**src/rtl/pop_sequence_monitor.sv**
```systemverilog
// Receive-side checker for the POP pulse train (pump, probe, MW, sample).
// Tracks the phase sequence, measures each phase width in clk cycles, flags
// illegal vectors and phase timeouts, and latches a width set per good cycle.
module pop_sequence_monitor #(
    parameter int unsigned CNT_W       = 16,
    parameter int unsigned SYNC_STAGES = 2
) (
    input  logic             clk,
    input  logic             reset,
    input  logic             pump_in,
    input  logic             probe_in,
    input  logic             MW_in,
    input  logic             sample_in,
    output logic [CNT_W-1:0] pump_width,
    output logic [CNT_W-1:0] mw1_width,
    output logic [CNT_W-1:0] free_width,
    output logic [CNT_W-1:0] mw2_width,
    output logic [CNT_W-1:0] probe_width,
    output logic [CNT_W-1:0] sample_width,
    output logic             cycle_valid,
    output logic             seq_error,
    output logic [7:0]       error_count,
    output logic [3:0]       fsm_state
);

    typedef enum logic [3:0] {
        StIdle   = 4'd0,
        StPump   = 4'd1,
        StDark   = 4'd2,
        StMw1    = 4'd3,
        StFree   = 4'd4,
        StMw2    = 4'd5,
        StGap    = 4'd6,
        StDetect = 4'd7,
        StTail   = 4'd8
    } state_e;

    localparam logic [CNT_W-1:0] CntMax = {CNT_W{1'b1}};
    localparam logic [CNT_W-1:0] CntOne = {{(CNT_W-1){1'b0}}, 1'b1};

    // Vector encodings of {pump, probe, mw}
    localparam logic [2:0] VecNone  = 3'b000;
    localparam logic [2:0] VecMw    = 3'b001;
    localparam logic [2:0] VecProbe = 3'b010;
    localparam logic [2:0] VecPump  = 3'b100;

    logic [SYNC_STAGES-1:0] pump_sync_q, probe_sync_q, mw_sync_q, sample_sync_q;
    logic                   pump_prev_q;

    logic       p, r, m, s, p_rise;
    logic [2:0] vec;

    state_e state_q, state_d;
    logic   err, complete, start;

    logic [CNT_W-1:0] pump_cnt_q, pump_cnt_d;
    logic [CNT_W-1:0] mw1_cnt_q, mw1_cnt_d;
    logic [CNT_W-1:0] free_cnt_q, free_cnt_d;
    logic [CNT_W-1:0] mw2_cnt_q, mw2_cnt_d;
    logic [CNT_W-1:0] probe_cnt_q, probe_cnt_d;
    logic [CNT_W-1:0] sample_cnt_q, sample_cnt_d;
    // Dwell counter shared by DARK, GAP and TAIL; only used for timeout
    logic [CNT_W-1:0] dwell_cnt_q, dwell_cnt_d;

    logic [CNT_W-1:0] pump_width_q, mw1_width_q, free_width_q;
    logic [CNT_W-1:0] mw2_width_q, probe_width_q, sample_width_q;
    logic             cycle_valid_q, seq_error_q;
    logic [7:0]       error_count_q;

    // Input synchronizers plus the previous synchronized pump for edge detect
    always_ff @(posedge clk or posedge reset) begin
        if (reset) begin
            pump_sync_q   <= '0;
            probe_sync_q  <= '0;
            mw_sync_q     <= '0;
            sample_sync_q <= '0;
            pump_prev_q   <= 1'b0;
        end else begin
            pump_sync_q   <= {pump_sync_q[SYNC_STAGES-2:0], pump_in};
            probe_sync_q  <= {probe_sync_q[SYNC_STAGES-2:0], probe_in};
            mw_sync_q     <= {mw_sync_q[SYNC_STAGES-2:0], MW_in};
            sample_sync_q <= {sample_sync_q[SYNC_STAGES-2:0], sample_in};
            pump_prev_q   <= pump_sync_q[SYNC_STAGES-1];
        end
    end

    assign p      = pump_sync_q[SYNC_STAGES-1];
    assign r      = probe_sync_q[SYNC_STAGES-1];
    assign m      = mw_sync_q[SYNC_STAGES-1];
    assign s      = sample_sync_q[SYNC_STAGES-1];
    assign p_rise = p & ~pump_prev_q;
    assign vec    = {p, r, m};

    // State register
    always_ff @(posedge clk or posedge reset) begin
        if (reset) begin
            state_q <= StIdle;
        end else begin
            state_q <= state_d;
        end
    end

    // Next-state decode: legal stays/exits, timeouts, completion
    always_comb begin
        state_d  = state_q;
        err      = 1'b0;
        complete = 1'b0;
        start    = 1'b0;
        case (state_q)
            StIdle: begin
                // Anything other than a clean pump rise is ignored silently
                if (p_rise && vec == VecPump) begin
                    state_d = StPump;
                    start   = 1'b1;
                end
            end
            StPump: begin
                if (vec == VecPump) err = (pump_cnt_q == CntMax);
                else if (vec == VecNone) state_d = StDark;
                else err = 1'b1;
            end
            StDark: begin
                if (vec == VecNone) err = (dwell_cnt_q == CntMax);
                else if (vec == VecMw) state_d = StMw1;
                else err = 1'b1;
            end
            StMw1: begin
                if (vec == VecMw) err = (mw1_cnt_q == CntMax);
                else if (vec == VecNone) state_d = StFree;
                else err = 1'b1;
            end
            StFree: begin
                if (vec == VecNone) err = (free_cnt_q == CntMax);
                else if (vec == VecMw) state_d = StMw2;
                else err = 1'b1;
            end
            StMw2: begin
                if (vec == VecMw) err = (mw2_cnt_q == CntMax);
                else if (vec == VecNone) state_d = StGap;
                else if (vec == VecProbe) state_d = StDetect;
                else err = 1'b1;
            end
            StGap: begin
                if (vec == VecNone) err = (dwell_cnt_q == CntMax);
                else if (vec == VecProbe) state_d = StDetect;
                else err = 1'b1;
            end
            StDetect: begin
                if (vec == VecProbe) err = (probe_cnt_q == CntMax);
                else if (vec == VecNone) state_d = StTail;
                else if (vec == VecPump) complete = 1'b1;
                else err = 1'b1;
            end
            StTail: begin
                if (vec == VecNone) err = (dwell_cnt_q == CntMax);
                else if (vec == VecPump) complete = 1'b1;
                else err = 1'b1;
            end
            default: err = 1'b1;
        endcase
        if (complete) begin
            state_d = StPump;
            start   = 1'b1;
        end
        // Error wins over everything else
        if (err) begin
            state_d  = StIdle;
            complete = 1'b0;
            start    = 1'b0;
        end
    end

    // Phase counters: entry cycle loads 1, stay cycles increment
    always_comb begin
        pump_cnt_d   = pump_cnt_q;
        mw1_cnt_d    = mw1_cnt_q;
        free_cnt_d   = free_cnt_q;
        mw2_cnt_d    = mw2_cnt_q;
        probe_cnt_d  = probe_cnt_q;
        dwell_cnt_d  = dwell_cnt_q;
        sample_cnt_d = sample_cnt_q;
        if (start) begin
            pump_cnt_d  = CntOne;
            mw1_cnt_d   = '0;
            free_cnt_d  = '0;
            mw2_cnt_d   = '0;
            probe_cnt_d = '0;
            dwell_cnt_d = '0;
        end else if (!err) begin
            if (state_d != state_q) begin
                case (state_d)
                    StDark, StGap, StTail: dwell_cnt_d = CntOne;
                    StMw1:                 mw1_cnt_d   = CntOne;
                    StFree:                free_cnt_d  = CntOne;
                    StMw2:                 mw2_cnt_d   = CntOne;
                    StDetect:              probe_cnt_d = CntOne;
                    default:               ;
                endcase
            end else begin
                case (state_q)
                    StPump:                pump_cnt_d  = pump_cnt_q + CntOne;
                    StDark, StGap, StTail: dwell_cnt_d = dwell_cnt_q + CntOne;
                    StMw1:                 mw1_cnt_d   = mw1_cnt_q + CntOne;
                    StFree:                free_cnt_d  = free_cnt_q + CntOne;
                    StMw2:                 mw2_cnt_d   = mw2_cnt_q + CntOne;
                    StDetect:              probe_cnt_d = probe_cnt_q + CntOne;
                    default:               ;
                endcase
            end
        end
        // Sample restarts on every pump rise taken, otherwise counts while active
        if (start) begin
            sample_cnt_d = {{(CNT_W-1){1'b0}}, s};
        end else if (state_q != StIdle && s && sample_cnt_q != CntMax) begin
            sample_cnt_d = sample_cnt_q + CntOne;
        end
    end

    // Counter, latched-width and status registers
    always_ff @(posedge clk or posedge reset) begin
        if (reset) begin
            pump_cnt_q     <= '0;
            mw1_cnt_q      <= '0;
            free_cnt_q     <= '0;
            mw2_cnt_q      <= '0;
            probe_cnt_q    <= '0;
            dwell_cnt_q    <= '0;
            sample_cnt_q   <= '0;
            pump_width_q   <= '0;
            mw1_width_q    <= '0;
            free_width_q   <= '0;
            mw2_width_q    <= '0;
            probe_width_q  <= '0;
            sample_width_q <= '0;
            cycle_valid_q  <= 1'b0;
            seq_error_q    <= 1'b0;
            error_count_q  <= '0;
        end else begin
            pump_cnt_q    <= pump_cnt_d;
            mw1_cnt_q     <= mw1_cnt_d;
            free_cnt_q    <= free_cnt_d;
            mw2_cnt_q     <= mw2_cnt_d;
            probe_cnt_q   <= probe_cnt_d;
            dwell_cnt_q   <= dwell_cnt_d;
            sample_cnt_q  <= sample_cnt_d;
            cycle_valid_q <= complete;
            seq_error_q   <= err;
            if (complete) begin
                pump_width_q   <= pump_cnt_q;
                mw1_width_q    <= mw1_cnt_q;
                free_width_q   <= free_cnt_q;
                mw2_width_q    <= mw2_cnt_q;
                probe_width_q  <= probe_cnt_q;
                sample_width_q <= sample_cnt_q;
            end
            if (err && error_count_q != 8'hFF) begin
                error_count_q <= error_count_q + 8'd1;
            end
        end
    end

    // Output mapping
    always_comb begin
        pump_width   = pump_width_q;
        mw1_width    = mw1_width_q;
        free_width   = free_width_q;
        mw2_width    = mw2_width_q;
        probe_width  = probe_width_q;
        sample_width = sample_width_q;
        cycle_valid  = cycle_valid_q;
        seq_error    = seq_error_q;
        error_count  = error_count_q;
        fsm_state    = state_q;
    end

endmodule

```
**config.mk**
```make
export PLATFORM = sky130hd
export DESIGN_NAME = pop_sequence_monitor
export DESIGN_NICKNAME = d
export VERILOG_FILES = /design/src/rtl/pop_sequence_monitor.sv
export SDC_FILE = /design/constraint.sdc
export NUM_CORES = 1
export LEC_CHECK = 0
export ABC_AREA = 1
export ABC_CLOCK_PERIOD_IN_PS = 20800
export CELL_PAD_IN_SITES_DETAIL_PLACEMENT = 0
export CELL_PAD_IN_SITES_GLOBAL_PLACEMENT = 1
export CORE_ASPECT_RATIO = 0.6
export CORE_MARGIN = 4
export CORE_UTILIZATION = 46
export DETAILED_ROUTE_END_ITERATION = 12
export GPL_ROUTABILITY_DRIVEN = 1
export PLACE_DENSITY = 0.95
export SYNTH_ARGS = -nofsm -noshare
export SYNTH_HDL_FRONTEND = slang
export SYNTH_SLANG_ARGS = --single-unit
```
**constraint.sdc**
```tcl
create_clock -name clk -period 20.8 [get_ports clk]
set_input_delay 4.16 -clock clk [delete_from_list [all_inputs] [get_ports clk]]
set_output_delay 4.16 -clock clk [all_outputs]
set_load 0.05 [all_outputs]
```
==> flow_metrics.py, run 1 <==
metrics = {
    "outcome": {
        "status": "finished clean",
    },
    "timing": {
        "period_share": 0.3112,
        "fin_tns_setup_ns": 0,
        "fin_skew_ns": 0.009252,
        "worst-slew-pin-transition_ns": 1.084,
        "rsz0062_at_grt": "no",
        "timing.final.crit_period_ns": 6.472,
        "fin_ws_ns": 14.33,
        "setup_viol": 0,
        "fmax_mhz": 154.5,
        "whs_ns": 0.3420,
        "finalHoldViolCount": 0,
        "slew_violations": 0,
        "slew_headroom": 0.2774,
    },
    "logic_synthesis": {
        "synth_area_mm2": 0.01176,
        "syn_avg_cell_area_um2": 7.722,
        "synth_cell_type_count": 43,
        "synth_edf_count": 0,
        "synthFlopType": "dfrtp_1",
        "ys_seq_area_frac": 0.4915,
        "syn_inst": 1523,
        "ys.warnings.count": 0,
        "yosys_register_bits": 231,
        "async_reset_ff_frac": 1.000,
        "synth_nets": 1537,
    },
    "clock_tree": {
        "clk_latency_ns": 0.51,
        "clkTransAtPathRegs_ns": 0.07,
        "cts_tree": "done",
        "clockBufferDepth": 3,
        "cts_hold_buf": 0,
        "root_buffer": "clkbuf_16",
        "post-cts-setup-buffer-count": 0,
        "cts_buffers": 23,
        "cts-resized-gates": 0,
        "h-tree-depth": 1,
        "clkSinkCount": 231,
    },
    "grt": {
        "grt.overflow.total": 0,
        "first_global_vias": 9406,
        "grt_pass1_wl_mm": 49.36,
        "grt_max_degree": 118,
        "antenna_found_initial": 0,
        "grt_usage": 0.2058,
    },
    "critical_path": {
        "crit_path_start": "reset",
        "worstPathRequired_ns": 21.27,
        "arrival_ns": 6.94,
        "rr_startpoint": "fsm_state[0]$_DFF_PP0_",
        "cp-end-kind": "asynchronous set/reset pin",
        "start_kind": "input port",
        "critPathMaxFanout": 81,
        "critical_path_class": "in2async",
    },
    "place": {
        "pre_cts_ws_ns": 13.56,
        "gp_congestion": 0.9079,
        "post-dp-hpwl_mm": 19.53,
        "port_buffers": 115,
        "place_area_mm2": 0.01312,
        "dp.cells": 1922,
    },
    "floorplanning": {
        "core_area_mm2": 0.02522,
        "initial_core_util": 0.4662,
        "die_h_um": 131.9,
        "die_area_mm2": 0.02827,
        "dieWidth_um": 214.4,
        "io_pins": 116,
        "num_rows": 45,
    },
    "final_layout": {
        "multi_input_area_mm2": 0.005283,
        "fin_area_mm2": 0.01394,
        "diodes": 0,
        "regArea_mm2": 0.005781,
        "final_nets": 1632,
        "num-fill-cells": 2363,
        "stdcell_count": 1962,
        "final_util": 0.5527,
        "area_delta_synth_final_pct": 18.54,
        "drive_above_1_share": 0.05634,
    },
    "power": {
        "peakVddDrop_mv": 0.09653,
        "power_leakage_nw": 6.600,
        "p_total_mw": 1.459,
        "power_density_mw_per_mm2": 104.7,
    },
    "route": {
        "dr_total_vias": 10020,
        "drcViolationCount": 0,
        "drt_first_pass_iters": 5,
        "wl_per_cell_um": 14.96,
        "antenna_left": 0,
        "routed_via_density": 5.104,
        "drt_wl_total_mm": 29.36,
        "drt_iter0_drc": 840,
    },
    "job": {
        "drv_cap": 0,
    },
    "hold_path": {
        "min_from": "mw_sync_q[0]$_DFF_PP0_",
        "min_path_type": "reg2reg",
    },
}
[area by class of cell]
| class | count | area share |
|---|---|---|
| clock inverters | 9 | 0.01068 |
| multi-input cells | 1125 | 0.3789 |
| flip-flops and latches | 231 | 0.4146 |
| clock buffers | 31 | 0.04847 |
| well taps | 329 | 0.02953 |
| repair buffers | 121 | 0.08580 |
| inverters | 116 | 0.03195 |
[metal layers]
layer	global-route usage	part of all wire	up-vias
met5	0	0	-
met4	0.03598	0.014	0
met3	0.04146	0.064	29
met2	0.2939	0.41	276
met1	0.3264	0.51	4723
li1	-	-	4987
[worst paths after layout]
path	end	slack, ns	depth (start not counted)
setup / recovery	mw1_cnt_q[3]$_DFFE_PP0P_	14.33	4
hold / removal	mw_sync_q[1]$_DFF_PP0_	0.34	0
setup reg to reg	free_cnt_q[0]$_DFFE_PP0P_	15.72	13
hold reg to reg	mw_sync_q[1]$_DFF_PP0_	0.34	0
max in group clk	fsm_state[0]	14.68	1
min in group asynchronous	sample_width[12]$_DFFE_PP0P_	4.11	2
[cells by family (layout without fill, tap and decap cells)]
kind of cell | after synthesis | in the layout | synth area share
XOR/XNOR | 75 | 75 | 0.05586
AND/OR/NAND/NOR | 948 | 948 | 0.3400
AO/OA/AOI/OAI | 94 | 94 | 0.04416
flip-flops | 231 | 231 | 0.4915
buffers and inverters | 167 | 277 | 0.05990
adder cells (fa/ha/maj) | 8 | 8 | 0.008512
[report_power, final]
| part | switching, mW | internal, mW | total (mW) | leakage, nW |
|---|---|---|---|---|
| registers | 0.0323 | 0.474 | 0.507 | 3.18 |
| clock network | 0.175 | 0.276 | 0.452 | 0.411 |
| logic | 0.404 | 0.0960 | 0.500 | 3.01 |
| total | 0.612 | 0.847 | 1.46 | 6.60 |
[synthesized netlist by cell type (2+ instances only)]
master,instances,share of area
or2_2,2,0.0011
nor2_1,181,0.058
ha_1,8,0.0085
dfrtp_1,231,0.49
o22ai_1,2,0.0011
nor3b_1,5,0.0032
nand4_1,20,0.011
a21oi_1,4,0.0017
nand2_1,556,0.18
nor2_2,4,0.0021
nand3_1,123,0.052
buf_6,4,0.0038
xnor2_1,14,0.010
o32ai_1,2,0.0015
o21bai_1,2,0.0013
nand3b_1,4,0.0026
nand3_2,4,0.0034
nor2_4,5,0.0048
buf_2,18,0.0077
buf_4,6,0.0038
and2_1,2,0.0011
o21ai_1,4,0.0017
inv_2,9,0.0029
inv_1,105,0.034
clkbuf_1,23,0.0073
nand2_2,11,0.0059
xor2_1,61,0.045
nor3_1,24,0.010
nand2_4,4,0.0038
o21ai_0,72,0.031
[layout by cell type (no fill, tap or decap), types with 4 or more instances in the layout]
master / netlist / routed
a21oi_1: 4 / 4
buf_4: 6 / 6
bufinv_16: 0 / 4
clkbuf_16: 0 / 23
clkbuf_8: 0 / 7
clkdlybuf4s50_1: 0 / 115
clkinv_2: 0 / 4
dfrtp_1: 231 / 231
ha_1: 8 / 8
inv_1: 105 / 104
inv_2: 9 / 9
nand2_1: 556 / 556
nand2_2: 11 / 11
nand2_4: 4 / 4
nand3_1: 123 / 123
nand3_2: 4 / 4
nand3b_1: 4 / 4
nand4_1: 20 / 20
nor2_1: 181 / 181
nor2_2: 4 / 4
nor2_4: 5 / 5
nor3_1: 24 / 24
nor3b_1: 5 / 5
o21ai_0: 72 / 72
o21ai_1: 4 / 4
xnor2_1: 14 / 14
xor2_1: 61 / 61
[critical path: stages]
cell and delay, ns:
clkdlybuf4s50_1 0.51, inv_8 0.40, buf_4 0.83, buf_4 0.94
Note: power is estimated with default switching activity, not from simulation.
==> run 2: changes to the inputs <==
- ABC_CLOCK_PERIOD_IN_PS: 20800 -> 6800
- CORE_UTILIZATION: 46 -> 43
- PLACE_DENSITY: 0.95 -> 0.92
- clock period: 20.8 -> 6.8 ns (I/O delays scaled with it)
==> flow_metrics.py, run 2 (synthesis gave the netlist of run 1 again) <==
metrics = {
    "grt": {
        "antenna_found_initial": 0,
        "grt_max_degree": 119,
        "first_global_vias": 9198,
        "grt_usage": 0.1918,
        "grt_pass1_wl_mm": 48.58,
        "grt.overflow.total": 0,
    },
    "clock_tree": {
        "root_buffer": "clkbuf_16",
        "cts_tree": "done",
        "clkTransAtPathRegs_ns": 0.06,
        "cts-resized-gates": 0,
        "clk_latency_ns": 0.52,
        "h-tree-depth": 1,
        "clockBufferDepth": 3,
        "cts_hold_buf": 0,
        "clkSinkCount": 231,
        "cts_buffers": 23,
        "post-cts-setup-buffer-count": 0,
    },
    "outcome": {
        "status": "finished clean",
    },
    "power": {
        "power_leakage_nw": 6.555,
        "comb_power_share": 0.345,
        "switching_share": 0.4233,
        "power_density_mw_per_mm2": 312.9,
        "internal-power_mw": 2.510,
        "power_frac_seq": 0.356,
        "peakVddDrop_mv": 0.3996,
        "pwr-share-clk": 0.299,
        "p_sw_mw": 1.842,
    },
    "job": {
        "drv_cap": 0,
    },
    "critical_path": {
        "path_buf_inv": 2,
        "path_cells": "nor2_2 > inv_1 > nor2_1 > o21ai_4 > inv_2 > a21oi_2 > nand4_1 > nand2_1 > nor2_8 > nand2_4 > nand3_1 > nand2_2 > nand2_1 > nand2_1",
        "start_kind": "flip-flop",
        "cp.depth": 14,
        "r2r_slack_ns": 1.62,
        "arrival_ns": 5.63,
        "critical_path.top_delay_family": "simple AND/OR/NAND/NOR gates",
        "critical_path_class": "reg2reg",
        "crit_path_frequent_cell": "nand2_1",
        "rr_startpoint": "fsm_state[0]$_DFF_PP0_",
        "worstPathRequired_ns": 7.25,
        "reg2reg_depth": 14,
        "cp-end-kind": "flip-flop",
        "cp_slowest_cell": "nand3_1",
        "worstReg2RegEnd": "probe_cnt_q[8]$_DFFE_PP0P_",
        "worst_path_largest_cell_delay_ns": 0.81,
        "critPathMaxFanout": 78,
    },
    "route": {
        "dr_total_vias": 10010,
        "wl_per_cell_um": 14.67,
        "drt_first_pass_iters": 5,
        "drt_iter0_drc": 846,
        "drcViolationCount": 0,
        "antenna_left": 0,
        "routed_via_density": 5.026,
        "drt_wl_total_mm": 29.23,
    },
    "final_layout": {
        "area_delta_synth_final_pct": 18.27,
        "num-fill-cells": 2530,
        "final_nets": 1633,
        "final_cell_mix": "nand2_1 (556), dfrtp_1 (231), nor2_1 (181)",
        "diodes": 0,
        "drive_above_1_share": 0.05392,
        "final_common_cell": "nand2_1",
        "final_util": 0.5219,
    },
    "floorplanning": {
        "initial_core_util": 0.4413,
        "io_pins": 116,
        "die_h_um": 136.1,
        "dieWidth_um": 221.5,
        "core_area_mm2": 0.02665,
        "num_rows": 46,
        "die_area_mm2": 0.03015,
    },
    "hold_path": {
        "hold_path_end": "probe_sync_q[1]$_DFF_PP0_",
        "whs_path_depth": 0,
        "min_from": "probe_sync_q[0]$_DFF_PP0_",
        "min_path_type": "reg2reg",
    },
    "timing": {
        "slew_headroom": 0.2831,
        "finalHoldViolCount": 0,
        "fin_skew_ns": 0.01259,
        "rsz0062_at_grt": "no",
        "fmax_mhz": 193.1,
        "slew_violations": 0,
        "period_share": 0.7615,
        "timing.final.crit_period_ns": 5.178,
        "worst-slew-pin-transition_ns": 1.075,
        "fin_tns_setup_ns": 0,
        "setup_viol": 0,
    },
    "place": {
        "gp_congestion": 0.9074,
        "port_buffers": 115,
        "post-dp-hpwl_mm": 19.92,
    },
}
-- run 2: worst reg2reg max path: stages, from the launching register on --
cell     delay, ns
dfrtp_1       0.54
nor2_2        0.11
inv_1         0.12
nor2_1        0.11
o21ai_4       0.60
inv_2         0.64
a21oi_2       0.39
nand4_1       0.12
nand2_1       0.18
nor2_8        0.06
nand2_4       0.70
nand3_1       0.82
nand2_2       0.55
nand2_1       0.11
nand2_1       0.07
-- run 2: metal layers --
layer | global-route usage | routed length (um)
met1 | 0.3087 | 15500
met2 | 0.2691 | 11780
met3 | 0.03690 | 1530
met4 | 0.03339 | 418
met5 | 0 | 0
-- run 2: worst max-delay path by stage --
stage	to	start	slack [ns]
final	probe_cnt_q[8]$_DFFE_PP0P_	fsm_state[0]$_DFF_PP0_	1.62
after detailed placement	probe_cnt_q[11]$_DFFE_PP0P_	fsm_state[0]$_DFF_PP0_	1.62
after global routing	mw1_cnt_q[9]$_DFFE_PP0P_	fsm_state[0]$_DFF_PP0_	1.17
after floorplan	cycle_valid$_DFF_PP0_	reset	2.42
after global placement	free_cnt_q[11]$_DFFE_PP0P_	fsm_state[0]$_DFF_PP0_	1.84
after CTS	probe_cnt_q[11]$_DFFE_PP0P_	fsm_state[0]$_DFF_PP0_	1.63
-- run 2: per-stage QoR --
stage          instances  hold slack, ns  area, um^2  power, mW  setup WS [ns]
6_report            1992          0.3516       13910      4.351          1.622
2_1_floorplan       1523          0.3312       11760      2.784          2.418
4_1_cts             1992          0.3524       13910      4.372          1.632
3_5_place_dp        1954          0.3372       13160      3.060          1.620
5_1_grt             1992          0.3590       13910      4.594          1.169
3_3_place_gp        1954          0.3346       13160      3.031          1.836
-- run 2: final cells by class --
class / count / area (um^2) / share of cell area
flip-flops and latches: 231 / 5781 / 0.4156
multi-input cells: 1125 / 5283 / 0.3798
repair buffers: 122 / 1204 / 0.08654
clock buffers: 30 / 631.9 / 0.04543
well taps: 360 / 450.4 / 0.03239
inverters: 116 / 441.7 / 0.03176
clock inverters: 8 / 117.6 / 0.008456
-- run 2: power by group through the flow --
| stage | Clock, mW | Sequential [mW] | Combinational (mW) |
|---|---|---|---|
| after floorplan | 0 | 1.62 | 1.17 |
| after global placement | 0 | 1.57 | 1.46 |
| after detailed placement | 0 | 1.57 | 1.49 |
| after CTS | 1.33 | 1.55 | 1.50 |
| after global routing | 1.38 | 1.56 | 1.65 |
| final | 1.30 | 1.55 | 1.50 |
==> run 3: changes to the inputs <==
- ABC_CLOCK_PERIOD_IN_PS: 6800 -> 4300
- CORE_UTILIZATION: 43 -> 38
- PLACE_DENSITY: 0.92 -> 0.87
- clock period: 6.8 -> 4.3 ns (I/O delays scaled with it)
==> flow_metrics.py, run 3 (synthesis gave the netlist of run 1 again) <==
metrics = {
    "outcome": {
        "status": "finished clean",
    },
    "critical_path": {
        "arrival_ns": 4.23,
        "critPathMaxFanout": 23,
        "critical_path_class": "reg2reg",
        "cp-end-kind": "flip-flop",
        "start_kind": "flip-flop",
        "worstPathRequired_ns": 4.76,
    },
    "timing": {
        "worst-slew-pin-transition_ns": 0.8547,
        "fin_skew_ns": 0.009392,
        "fmax_mhz": 265.8,
        "rsz0062_at_grt": "no",
        "period_share": 0.8751,
        "fin_tns_setup_ns": 0,
        "timing.final.crit_period_ns": 3.763,
        "slew_headroom": 0.4302,
        "finalHoldViolCount": 0,
        "setup_viol": 0,
        "slew_violations": 0,
    },
    "grt": {
        "grt_max_degree": 113,
        "grt.overflow.total": 0,
        "grt_pass1_wl_mm": 50.65,
        "antenna_found_initial": 0,
        "grt_usage": 0.1782,
        "first_global_vias": 9618,
    },
    "floorplanning": {
        "io_pins": 116,
        "initial_core_util": 0.3891,
        "die_h_um": 144.3,
        "dieWidth_um": 235.1,
        "num_rows": 49,
        "core_area_mm2": 0.03023,
        "die_area_mm2": 0.03392,
    },
    "final_layout": {
        "num-fill-cells": 2973,
        "area_delta_synth_final_pct": 20.33,
        "final_nets": 1639,
        "diodes": 0,
        "final_common_cell": "nand2_1",
        "regArea_mm2": 0.005781,
        "final_cell_mix": "nand2_1 (556), dfrtp_1 (231), nor2_1 (181)",
        "drive_above_1_share": 0.06026,
        "multi_input_area_mm2": 0.005283,
    },
    "place": {
        "post-dp-hpwl_mm": 20.40,
        "port_buffers": 115,
        "gp_congestion": 0.8702,
    },
    "clock_tree": {
        "clkSinkCount": 231,
        "clockBufferDepth": 3,
        "h-tree-depth": 1,
        "cts_hold_buf": 0,
        "clk_latency_ns": 0.53,
        "cts_tree": "done",
        "clkTransAtPathRegs_ns": 0.07,
        "post-cts-setup-buffer-count": 0,
        "cts_buffers": 24,
        "root_buffer": "clkbuf_16",
        "cts-resized-gates": 0,
    },
    "power": {
        "power_frac_seq": 0.341,
        "internal-power_mw": 4.231,
        "p_sw_mw": 2.973,
        "power_density_mw_per_mm2": 509.1,
        "comb_power_share": 0.338,
        "switching_share": 0.4127,
        "p_total_mw": 7.204,
        "peakVddDrop_mv": 0.4569,
        "pwr-share-clk": 0.321,
        "power_leakage_nw": 6.649,
    },
    "route": {
        "routed_via_density": 4.837,
        "drt_first_pass_iters": 5,
        "drcViolationCount": 0,
        "antenna_left": 0,
        "wl_per_cell_um": 14.54,
        "dr_total_vias": 9920,
        "drt_iter0_drc": 778,
        "drt_wl_total_mm": 29.82,
    },
    "job": {
        "drv_cap": 0,
    },
    "hold_path": {
        "min_path_type": "reg2reg",
    },
}
## run 3: path summary, 6_finish.rpt
kind / startpoint / to / slack (ns) / depth (start not counted)
setup / recovery: fsm_state[0]$_DFF_PP0_ / free_cnt_q[13]$_DFFE_PP0P_ / 0.54 / 15
hold / removal: probe_sync_q[0]$_DFF_PP0_ / probe_sync_q[1]$_DFF_PP0_ / 0.35 / 0
setup reg to reg: fsm_state[0]$_DFF_PP0_ / free_cnt_q[13]$_DFFE_PP0P_ / 0.54 / 15
hold reg to reg: probe_sync_q[0]$_DFF_PP0_ / probe_sync_q[1]$_DFF_PP0_ / 0.35 / 0
max in group asynchronous: reset / dwell_cnt_q[3]$_DFFE_PP0P_ / 2.67 / 3
min in group asynchronous: reset / probe_width[11]$_DFFE_PP0P_ / 0.67 / 2
## run 3: worst max-delay path, cell delays in order, from the launching register on
cell and delay (ns):
dfrtp_1 0.52, nor2_2 0.23, inv_1 0.09, nor2_1 0.36
o21ai_4 0.08, inv_2 0.43, a21oi_2 0.11, nand3_2 0.15
nand2_1 0.06, nand2_1 0.16, nor2_8 0.06, nand2_4 0.22
nand3_1 0.53, nand2_2 0.50, nand2_1 0.09, nand2_1 0.07
## run 3: power by group through the flow
stage / sequential [mW] / combinational, mW / clock, mW
finish: 2.46 / 2.44 / 2.31
global route: 2.48 / 2.69 / 2.47
CTS: 2.46 / 2.44 / 2.36
detailed placement: 2.49 / 2.43 / 0
global placement: 2.49 / 2.42 / 0
floorplan: 2.55 / 1.85 / 0
## run 3: cell type report
cell class | instances | area share
clock buffer | 32 | 0.04819
clock inverter | 12 | 0.01326
inverter | 116 | 0.03121
multi-input combinational | 1125 | 0.3733
sequential | 231 | 0.4085
tap | 408 | 0.03607
timing repair buffer | 127 | 0.08948
## run 3: stage by stage
stage | hold slack, ns | setup WS (ns) | area [um^2] | std cells | utilization
2_1_floorplan | 0.3312 | 0.4181 | 11760 | 1523 | -
3_3_place_gp | 0.3342 | 0.5862 | 13280 | 2007 | 0.4394
3_5_place_dp | 0.3364 | 0.6012 | 13280 | 2007 | 0.4394
4_1_cts | 0.3516 | 0.5528 | 14150 | 2051 | 0.4682
5_1_grt | 0.3682 | 0.1539 | 14150 | 2051 | 0.4682
6_report | 0.3498 | 0.5371 | 14150 | 2051 | 0.4682
## run 3: per-layer routing
layer	GRT usage	vias up	routed length [um]
met2	0.2613	232	12240
met5	0	-	0
met1	0.2775	4665	15450
met4	0.02391	0	331
li1	-	4995	-
met3	0.03793	28	1799
